==> src/rtl/cond_check_unit.sv <==
// cond_check_unit: NZCV flag register plus registered condition-code evaluation with exec/skip counters.
// Optional FLAG_FWD_EN forwards same-cycle alu_flag writes into the evaluation.
module cond_check_unit #(
  parameter int CNT_W = 16,
  parameter logic [3:0] RESET_FLAGS = 4'b0000
) (
  input  logic             clk,
  input  logic             rst,
  input  logic [3:0]       alu_flag,
  input  logic             flag_we,
  input  logic             in_valid,
  input  logic [3:0]       cond,
  input  logic             stall,
  input  logic             flush,
  output logic [3:0]       nzcv,
  output logic             out_valid,
  output logic             cond_pass,
  output logic [CNT_W-1:0] exec_cnt,
  output logic [CNT_W-1:0] skip_cnt
);
  logic [3:0] f;
  logic z, c, n, v, base, pass, load;
`ifdef FLAG_FWD_EN
  assign f = (flag_we && !stall) ? alu_flag : nzcv;
`else
  assign f = nzcv;
`endif
  assign {v, n, c, z} = f;
  // Odd codes are the complement of the even code below them; NV is the complement of AL.
  always_comb begin
    base = 1'b1;
    case (cond[3:1])
      3'd0: base = z;
      3'd1: base = c;
      3'd2: base = n;
      3'd3: base = v;
      3'd4: base = c & ~z;
      3'd5: base = n ~^ v;
      3'd6: base = ~z & (n ~^ v);
      default: base = 1'b1;
    endcase
    pass = base ^ cond[0];
  end
  assign load = !flush && !stall && in_valid;
  always_ff @(posedge clk) begin
    if (!rst) begin
      nzcv      <= RESET_FLAGS;
      out_valid <= 1'b0;
      cond_pass <= 1'b0;
      exec_cnt  <= '0;
      skip_cnt  <= '0;
    end else begin
      if (flag_we && !stall) nzcv <= alu_flag;
      if (flush) begin
        out_valid <= 1'b0;
        cond_pass <= 1'b0;
      end else if (!stall) begin
        out_valid <= in_valid;
        cond_pass <= in_valid & pass;
      end
      if (load && pass && exec_cnt != '1) exec_cnt <= exec_cnt + CNT_W'(1);
      if (load && !pass && skip_cnt != '1) skip_cnt <= skip_cnt + CNT_W'(1);
    end
  end
endmodule

==> config.mk <==
export PLATFORM = sky130hd
export DESIGN_NAME = cond_check_unit
export DESIGN_NICKNAME = d
export VERILOG_FILES = /design/src/rtl/cond_check_unit.sv
export SDC_FILE = /design/constraint.sdc
export NUM_CORES = 1
export LEC_CHECK = 0
export ABC_AREA = 0
export BUFFER_PORTS_ARGS = -buffer_cell sky130_fd_sc_hd__buf_2
export CORE_AREA = 2 2 68 70
export DETAILED_ROUTE_END_ITERATION = 12
export DIE_AREA = 0 0 70 72
export PLACE_DENSITY = 0.74
export SLEW_MARGIN = 15
export SYNTH_ARGS = -nofsm -noshare
export SYNTH_HDL_FRONTEND = slang
export SYNTH_SLANG_ARGS = --single-unit
==> constraint.sdc <==
create_clock -name clk -period 2.5 [get_ports clk]
set_clock_uncertainty 0.15 [all_clocks]
set_input_delay 0.25 -clock clk [delete_from_list [all_inputs] [get_ports clk]]
set_output_delay 0.25 -clock clk [all_outputs]
set_load 0.005 [all_outputs]
==> metrics.cfg, run 1 <==
[outcome]
outcome=finished, final reports clean

[timing]
period_minus_slack_ns=2.46
max_freq_mhz=407
hold_viol_final=0
fin_crit_sh_pct=98.3
whs_ns=0.0481
setup_viol=0
tightest_slew_ns=0.836
worst_slack_ns=0.0423
relSlewSlack_pct=44.2
rsz0062_at_grt=yes
drv_slew=0

[route]
wirelength_um=4680
met3_length_um=261
drt-met1-wl_um=2200
drtIter0Drc=103
antenna_left=0
routed.top_layer=met4
wl_per_cell_um=13.6
drc_errors=0
viasPerCell=5.83
vias=2007
dr.pass1.iters=4
wl_met2_um=2200

[yosys]
synth-edff-count=0
yosys_warnings=0
synth_ff_type=dfxtp_1
ys_types=40
async_reset_ff_share_pct=0
syn_inst=234
yosysSeqAreaShare_pct=38.6
ys_ff_latch=38
syn-cell-area_sq_um=1970
avgSynthCellArea_sq_um=8.43
synth_nets=250

[placed_design]
hpwl_um=3210
dp_cells=336
place_ws_ns=-0.101
gp_congestion=0.737
io_buffers=51

[clocking]
cts_buffers=5
cts_setup_buffers=0
tritoncts=yes
cts_buffer_depth=2
htree_levels=2
path_clk_slew_ns=0.07
cts-root-buf=clkbuf_8
insertion_delay_ns=0.29
clock_sinks=38

[global_routing]
grt_pass1_vias=1757
globalRouteTotalUtil_pct=18.9
grt_first_pass_wirelength_um=7870
grt_max_degree=33
antenna_found_initial=0
grt-ovfl-total=0

[floorplanning]
core_sq_um=4260
rows=24
die_h_um=72
io_pins=52
die_w_um=70
design.die.area_sq_um=5040
initial_utilization_pct=46.2

[cells_and_area]
mostFrequentLayoutCells=51 x buf_2, 37 x dfxtp_1, 17 x nand2_1, 17 x a21oi_1
area_delta_synth_final_pct=26.0
diodes=0
final_common_cell=buf_2
drive_above_1_share_pct=28.4
finalNonFillerCells=344
fillers=410
fin_nets=307

[setup_path]
critical_path.startpoint=nzcv[3]$_SDFFE_PN0P_
cp.required_ns=2.56
cp.arrival_ns=2.52
start_kind=flip-flop
critPathKind=reg2reg
timing.rr.start=nzcv[3]$_SDFFE_PN0P_
cp-end-kind=flip-flop
crit_fanout=23

[power]
p_leak_uw=0.00101
total_power_uw=1220
peakVddDrop_mv=0.326
p_per_area_nw_per_um2=489

[worst_hold_path]
min_from=alu_flag[2]
hold_class=in2reg

[flow_run]
cap_viol_max_count=0

[cell type report]
class / count / area (sq um) / share of cell area, %
clock inverter: 3 / 40.0 / 1.61
clock buffer: 5 / 68.8 / 2.77
timing repair buffer: 65 / 385 / 15.5
multi-input combinational: 172 / 1130 / 45.5
sequential: 38 / 762 / 30.7
tap: 52 / 65.1 / 2.62
inverter: 9 / 33.8 / 1.36
[power by group]
part | leakage [uW] | switching, uW | internal [uW]
clock network | 0.0000579 | 222 | 294
logic | 0.000641 | 45.5 | 40.2
registers | 0.000307 | 3.93 | 610
total | 0.00101 | 271 | 944
[registers in the layout (all words and copies together) (netlist names)]
signal     count
skip_cnt      16
cond_pass      1
exec_cnt      16
out_valid      1
nzcv           4
[cell usage after synthesis (3+ instances only)]
master     n  area [sq um]
and3_1     4          25.0
o21a_1     3          22.5
inv_1      9          33.8
o31ai_1   13          97.6
mux2i_1    6          60.1
or4_1     14           105
nor4_1     5          31.3
clkbuf_1  12          45.0
nand2b_1   7          43.8
nor2_1    12          45.0
o21bai_1   3          22.5
o31a_1     3          26.3
nand3_1   12          60.1
nand2_1   17          63.8
a21oi_1   18          90.1
dfxtp_1   38           761
nand4_1   10          62.6
and2_1     3          18.8
o211ai_1   4          30.0
o21ai_0    7          35.0
or3_1      6          37.5
[metrics by stage]
| stage | utilization (%) | cell area [sq um] | setup TNS (ns) |
|---|---|---|---|
| 2_1_floorplan | - | 1970 | 0 |
| 3_3_place_gp | 55.3 | 2360 | -0.527 |
| 3_5_place_dp | 55.3 | 2360 | -0.788 |
| 4_1_cts | 57.8 | 2460 | 0 |
| 5_1_grt | 58.3 | 2480 | -0.228 |
| 6_report | 58.3 | 2480 | 0 |
[final timing paths]
check / end / slack [ns] / depth (start not counted)
hold reg to reg: cond_pass$_SDFFE_PP0N_ / 0.34 / 2
hold / removal: nzcv[2]$_SDFFE_PN0P_ / 0.05 / 3
setup reg to reg: skip_cnt[3]$_SDFFE_PN0P_ / 0.04 / 7
setup / recovery: skip_cnt[3]$_SDFFE_PN0P_ / 0.04 / 7
[layer usage]
metal / global-route usage (%) / up-vias
li1: - / 1003
met1: 24.7 / 948
met2: 31.3 / 54
met3: 3.75 / 2
met4: 6.62 / 0
met5: 0 / -
[cell families (layout without fill, tap and decap cells)]
logic type / count (synthesis) / after routing / share of synthesized area [%]
flip-flops: 38 / 38 / 38.6
multiplexers: 7 / 7 / 4.19
buffers and inverters: 24 / 82 / 5.08
XOR/XNOR: 2 / 2 / 0.888
AND/OR/NAND/NOR: 99 / 99 / 28.4
adder cells (fa/ha/maj): 2 / 2 / 1.27
AO/OA/AOI/OAI: 62 / 62 / 21.6
[worst max-delay path: stages, from the launching register on]
cell and delay (ns):
dfxtp_2 0.32, mux4_2 0.45, and2_4 0.17, or3_4 0.33, a21o_1 0.19, buf_12 0.15, or4_1 0.50, a21oi_1 0.13
[timing repair]
action,in CTS,in global routing
endpoints found under the setup margin,0,22
gates resized for setup,0,7
hold buffers,0,0
(Power assumes the default switching activity.)
==> run 2, diff against run 1 <==
--- a/config.mk
+++ b/config.mk
@@ -5,11 +5,11 @@
 export SDC_FILE = /design/constraint.sdc
 export NUM_CORES = 1
 export LEC_CHECK = 0
-export ABC_AREA = 0
+export ABC_AREA = 1
 export BUFFER_PORTS_ARGS = -buffer_cell sky130_fd_sc_hd__buf_2
-export CORE_AREA = 2 2 68 70
+export CORE_AREA = 2 2 72 74
 export DETAILED_ROUTE_END_ITERATION = 12
-export DIE_AREA = 0 0 70 72
+export DIE_AREA = 0 0 74 76
 export PLACE_DENSITY = 0.74
 export SLEW_MARGIN = 15
 export SYNTH_ARGS = -nofsm -noshare
==> run 2 against run 1 <==
- routed wire length is 8.9% higher
- clock power hardly changed
- first-iteration DRC count shrank 1.9%
- die area up 12%
- synthesized area increased by 16%
- sequential share of layout area is 2.5 points lower
- combinational power is 32% higher
- synthesized cell count up 36%
- worst hold slack better by 0.026 ns
- largest cell class unchanged
- largest power group unchanged
==> metrics.cfg, run 2 <==
[timing]
tightest_slew_ns=0.742  ; -0.0942 ns
drv_slew=0  ; unchanged
max_freq_mhz=481  ; +18%
whs_ns=0.0738  ; +0.0257 ns
worst_slack_ns=0.422  ; +0.380 ns
period_minus_slack_ns=2.08  ; -0.380 ns
hold_viol_final=0  ; unchanged
fin_crit_sh_pct=83.1  ; -15 points
setup_viol=0  ; unchanged
rsz0062_at_grt=no
relSlewSlack_pct=50.5  ; +6.3 points
fin_tns_setup_ns=0  ; unchanged

[yosys]
yosysSeqAreaShare_pct=33.2  ; -5.4 points
synth.most_common_cell=nand2_1
synth_nets=334  ; +34%
async_reset_ff_share_pct=0  ; unchanged
avgSynthCellArea_sq_um=7.20  ; -15%
netlist.area_leader.share_pct=33.2  ; -5.4 points
synth_top_area_cell=dfxtp_1
synth-edff-count=0  ; unchanged
synth_ff_type=dfxtp_1
syn-cell-area_sq_um=2290  ; +16%
yosys_warnings=0  ; unchanged
ys_ff_latch=38  ; unchanged
ys_types=29  ; -28%
synthTopCellsByArea=dfxtp_1 33%, nand2_1 14%, xor2_1 6.1%
syn_inst=318  ; +36%
synth_common_cells=87 x nand2_1, 38 x dfxtp_1, 27 x a21oi_1

[clocking]
cts_setup_buffers=0  ; unchanged
tritoncts=yes
insertion_delay_ns=0.29  ; about the same
cts_resized=0  ; unchanged
hold_buffers=0  ; unchanged
path_clk_slew_ns=0.07  ; about the same
htree_levels=2  ; unchanged
cts_buffer_depth=2  ; unchanged
cts-root-buf=clkbuf_8
cts_buffers=5  ; unchanged
clock_sinks=38  ; unchanged

[setup_path]
start_kind=flip-flop
crit_fanout=16  ; -30%
cp.required_ns=2.54  ; -0.02 ns
cp_top_family=simple AND/OR/NAND/NOR gates
slowest_stage=dfxtp_1
path_buf_inv=0  ; -1
cp.arrival_ns=2.12  ; -0.40 ns
cp_cell_sequence=ha_1 -> nand2_2 -> nor3_4 -> nand3_1 -> nand3b_4 -> nand3_4 -> nand2_1 -> nand2_1 -> nor2_1
critPathKind=reg2reg
cp-end-kind=flip-flop
cpPeakStageDelay_ns=0.41  ; -0.09 ns
path_common_cell=nand2_1

[route]
antenna_left=0  ; unchanged
viasPerCell=5.01  ; -14%
wl_per_cell_um=11.6  ; -15%
vias=2204  ; +9.8%
drtIter0Drc=101  ; -1.9%
wirelength_um=5090  ; +8.9%
dr.pass1.iters=4  ; unchanged
drc_errors=0  ; unchanged

[floorplanning]
rows=26  ; +8.3%
die_w_um=74  ; +5.7%
io_pins=52  ; unchanged
die_h_um=76  ; +5.6%
initial_utilization_pct=46.6  ; +0.37 points
core_sq_um=4910  ; +15%
design.die.area_sq_um=5620  ; +12%

[cells_and_area]
diodes=0  ; unchanged
final_common_cell=nand2_1
fin_nets=385  ; +25%
area_delta_synth_final_pct=17.8
largestRegisters=exec_cnt: 16 flops, skip_cnt: 16 flops, nzcv: 4 flops
mostFrequentLayoutCells=87 x nand2_1, 51 x buf_2, 38 x dfxtp_1, 27 x a21oi_1, 25 x inv_1
drive_above_1_share_pct=24.6  ; -3.8 points
design_area_sq_um=2700  ; +8.6%

[placed_design]
placed_area_sq_um=2590  ; +9.8%
hpwl_um=3760  ; +17%
place_ws_ns=0.464  ; +0.565 ns
gp_congestion=0.884  ; +20%
io_buffers=51  ; unchanged

[outcome]
outcome=finished, final reports clean

[power]
peakVddDrop_mv=0.235  ; -28%
p_per_area_nw_per_um2=462  ; -5.5%
p_leak_uw=0.00116  ; +15%

[global_routing]
grt-ovfl-total=0  ; unchanged
globalRouteTotalUtil_pct=19.5  ; +0.67 points
grt_max_degree=24  ; -27%
grt_first_pass_wirelength_um=8830  ; +12%
grt_pass1_vias=2011  ; +14%
antenna_found_initial=0  ; unchanged

[worst_hold_path]
hold_class=in2reg

[flow_run]
cap_viol_max_count=0  ; unchanged

-- run 2: cell types whose count changed after synthesis, sizes merged, moves of 13 or more --
cell | previous run | this run
a21oi | 18 | 35
inv | 9 | 31
nand2 | 17 | 92
nor2 | 12 | 25
o31ai | 13 | 0
or4 | 14 | 0
xor2 | 2 | 16
-- run 2: kinds of logic (layout without fill, tap and decap cells) --
logic type      count (synthesis)  in the layout  synth area share (%)
simple gates                  168            168                  36.4
compound gates                 43             43                  11.2
flops                          38             38                  33.2
xor+xnor                       27             27                  10.3
fa+ha+maj                       2              2                  1.09
buf+inv                        40             92                  7.70
-- run 2: cell type report --
| type | count | area, sq um |
|---|---|---|
| clock buffers | 6 | 72.6 |
| clock inverters | 2 | 37.5 |
| fillers | 491 | 2210 |
| inverters | 31 | 116 |
| multi-input cells | 240 | 1350 |
| flip-flops and latches | 38 | 761 |
| well taps | 70 | 87.6 |
| repair buffers | 53 | 270 |
-- run 2: per-stage QoR --
stage               cells  util (%)  total power (uW)
finish                440      54.9              1250
global route          440      54.9              1300
CTS                   440      54.9              1270
detailed placement    432      52.7               745
global placement      432      52.7               743
floorplan             318         -               713
-- run 2: path summary, 6_finish.rpt --
kind	end	slack, ns	cells past startpoint	startpoint
max	skip_cnt[0]$_SDFFE_PN0P_	0.42	9	skip_cnt[0]$_SDFFE_PN0P_
min	out_valid$_SDFFE_PP0N_	0.07	3	stall
max reg2reg	skip_cnt[0]$_SDFFE_PN0P_	0.42	9	skip_cnt[0]$_SDFFE_PN0P_
min reg2reg	out_valid$_SDFFE_PP0N_	0.31	2	out_valid$_SDFFE_PP0N_
-- run 2: where the power goes --
group          switching (uW)  internal [uW]  total [uW]
clock network             219            298         516
registers                5.78            612         618
logic                    76.2           36.5         113
-- run 2: worst reg2reg max path: cells and delay by family, from the launching register on --
family	cells	cell delay, ns
AND/OR/NAND/NOR	8	1.20
adder cells (fa/ha/maj)	1	0.22
flip-flops	1	0.41
-- run 2: per-layer routing --
metal	part of all wire, %	GRT usage [%]
met1	45	24.3
met2	50	32.4
met3	4.2	4.63
met4	1.3	6.73
met5	0	0
==> run 3, diff against run 2 <==
==> constraint.sdc (replaced) <==
create_clock -name clk -period 1.9 [get_ports clk]
set_clock_uncertainty 0.15 [all_clocks]
set_input_delay 0.19 -clock clk [delete_from_list [all_inputs] [get_ports clk]]
set_output_delay 0.19 -clock clk [all_outputs]
set_load 0.005 [all_outputs]
==> run 3 against run 2 <==
- combinational power grew 83%
- sequential power increased by 31%
- non-clock buffer count increased by 22
- clock power up 4%
- sequential share of layout area shrank 2.2 points
- power is 25% higher
- sequential cell count did not move
- first-iteration DRC count down 20%
- clock-buffer cell count is 1 lower
==> metrics.cfg, run 3 (synthesis results as in run 2) <==
[outcome]
outcome=finished, final reports clean

[setup_path]
rr_worst_depth=10  ; +1
start_kind=flip-flop
cp_cell_sequence=ha_2 -> nand2_1 -> inv_2 -> nand3_2 -> nor2_2 -> nand3_2 -> o21ai_4 -> nand3b_4 -> nand2_1 -> a21oi_2
timing.rr.start=exec_cnt[1]$_SDFFE_PN0P_
critPathKind=reg2reg
reg2reg_to=exec_cnt[12]$_SDFFE_PN0P_
cp.required_ns=1.98  ; -0.56 ns
cp.arrival_ns=1.92  ; -0.20 ns
crit_fanout=8  ; -8
cp_top_family=simple AND/OR/NAND/NOR gates
cp.depth=10  ; +1
r2r_slack_ns=0.05  ; -0.37 ns
slowest_stage=dfxtp_2
cp-end-kind=flip-flop
cpPeakStageDelay_ns=0.34  ; -0.07 ns
path_buf_inv=1  ; +1

[worst_hold_path]
hold_class=in2reg
hold_end=out_valid$_SDFFE_PP0N_
whs_path_depth=3  ; unchanged
min_from=stall

[cells_and_area]
fillers=459  ; -6.5%
final_common_cell=nand2_1
diodes=0  ; unchanged
drive_above_1_share_pct=33.0  ; +8.4 points
mostFrequentLayoutCells=84 x nand2_1, 51 x buf_2, 35 x dfxtp_1, 24 x inv_1, 24 x a21oi_1
design_area_sq_um=2940  ; +9.0%
area_delta_synth_final_pct=28.5
fin_nets=410  ; +6.5%
register_area_sq_um=764  ; +0.49%
fin_util_pct=59.9  ; +5.0 points
multi_input_area_sq_um=1450  ; +7.3%
largestRegisters=exec_cnt: 16 flops, skip_cnt: 16 flops, nzcv: 4 flops

[power]
clkPwrFrac_pct=34.4  ; -7.0 points
total_power_uw=1550  ; +25%
p_leak_uw=0.00127  ; +10%
p_sw_share_pct=27.3  ; +3.2 points
p_comb_share_pct=13.3  ; +4.3 points
p_switching_uw=424  ; +41%
p_per_area_nw_per_um2=528  ; +14%
peakVddDrop_mv=0.349  ; +49%
pwr-share-seq_pct=52.3  ; +2.7 points
internal_power_uw=1130  ; +19%

[floorplanning]
core_sq_um=4910  ; unchanged
design.die.area_sq_um=5620  ; unchanged
initial_utilization_pct=46.6  ; unchanged
rows=26  ; unchanged
io_pins=52  ; unchanged
die_h_um=76  ; unchanged
die_w_um=74  ; unchanged

[route]
wl_met2_um=3040  ; +20%
wl_per_cell_um=13.0  ; +13%
antenna_left=0  ; unchanged
met3_length_um=225  ; +6.1%
wirelength_um=6060  ; +19%
vias=2363  ; +7.2%
drtIter0Drc=81  ; -20%
routed.top_layer=met4
drc_errors=0  ; unchanged
viasPerCell=5.09  ; +1.7%
drt-met1-wl_um=2680  ; +18%
dr.pass1.iters=4  ; unchanged

[global_routing]
antenna_found_initial=0  ; unchanged
grt_max_degree=18  ; -25%
grt_first_pass_wirelength_um=9690  ; +9.8%
globalRouteTotalUtil_pct=21.3  ; +1.7 points
grt-ovfl-total=0  ; unchanged
grt_pass1_vias=2211  ; +9.9%

[clocking]
hold_buffers=0  ; unchanged
cts-root-buf=clkbuf_8
insertion_delay_ns=0.29  ; about the same
path_clk_slew_ns=0.08  ; about the same
htree_levels=2  ; unchanged
cts_buffers=5  ; unchanged
tritoncts=yes
cts_buffer_depth=2  ; unchanged
clock_sinks=38  ; unchanged

[timing]
relSlewSlack_pct=74.2  ; +24 points
hold_viol_final=0  ; unchanged
setup_viol=0  ; unchanged
drv_slew=0  ; unchanged
tightest_slew_ns=0.386  ; -0.356 ns
fin_crit_sh_pct=97.2  ; +14 points
period_minus_slack_ns=1.85  ; -0.231 ns
max_freq_mhz=542  ; +13%

[placed_design]
hpwl_um=4120  ; +9.6%
placed_area_sq_um=2720  ; +4.9%
io_buffers=51  ; unchanged
gp_congestion=0.917  ; +3.8%

[flow_run]
cap_viol_max_count=0  ; unchanged

==> run 3: metrics by stage <==
| step | hold slack [ns] | setup TNS [ns] | cells | worst slack, ns |
|---|---|---|---|---|
| 3_5_place_dp | 0.306 | 0 | 449 | 0.0188 |
| 6_report | 0.0167 | 0 | 464 | 0.0534 |
| 5_1_grt | 0.0352 | -0.983 | 464 | -0.0760 |
| 3_3_place_gp | 0.293 | 0 | 449 | 0.112 |
| 4_1_cts | 0.0123 | 0 | 457 | 0.00586 |
| 2_1_floorplan | 0.160 | 0 | 318 | 0.0207 |
==> run 3: how the worst max path moves through the flow <==
stage / startpoint / to
3_5_place_dp: exec_cnt[1]$_SDFFE_PN0P_ / exec_cnt[5]$_SDFFE_PN0P_
3_3_place_gp: exec_cnt[0]$_SDFFE_PN0P_ / exec_cnt[7]$_SDFFE_PN0P_
4_1_cts: exec_cnt[1]$_SDFFE_PN0P_ / exec_cnt[12]$_SDFFE_PN0P_
2_1_floorplan: skip_cnt[0]$_SDFFE_PN0P_ / skip_cnt[11]$_SDFFE_PN0P_
6_report: exec_cnt[1]$_SDFFE_PN0P_ / exec_cnt[12]$_SDFFE_PN0P_
5_1_grt: exec_cnt[0]$_SDFFE_PN0P_ / exec_cnt[4]$_SDFFE_PN0P_
==> run 3: tightest hold or removal path, cell delays in order <==
cell     delay, ns
buf_2         0.12
nand2_1       0.05
a21oi_1       0.05
==> run 3: final cells by class <==
class                           instances  share of cell area (%)
Tap cell                               70                    2.98
Clock buffer                            5                    2.34
Inverter                               31                    3.96
Multi-Input combinational cell        243                    49.3
Sequential cell                        38                    26.0
Timing Repair Buffer                   75                    15.1
Clock inverter                          2                   0.340
==> run 3: per-layer routing <==
metal,global-route usage (%),vias to the layer above
met5,0,-
met4,7.27,0
met3,3.57,9
met2,34.4,48
met1,28.3,1111
li1,-,1195
==> run 3: power by group through the flow <==
stage,Combinational [uW],Clock (uW),Sequential (uW)
floorplan,106,0,833
global placement,160,0,830
detailed placement,164,0,830
CTS,168,543,812
global route,228,578,813
finish,207,535,812
==> run 3: repair_timing <==
item / in CTS / in global routing
pin swaps: 0 / 9
gates resized for setup: 0 / 20
buffers inserted: 0 / 5
endpoints found under the setup margin: 1 / 31
gates cloned: 1 / 2
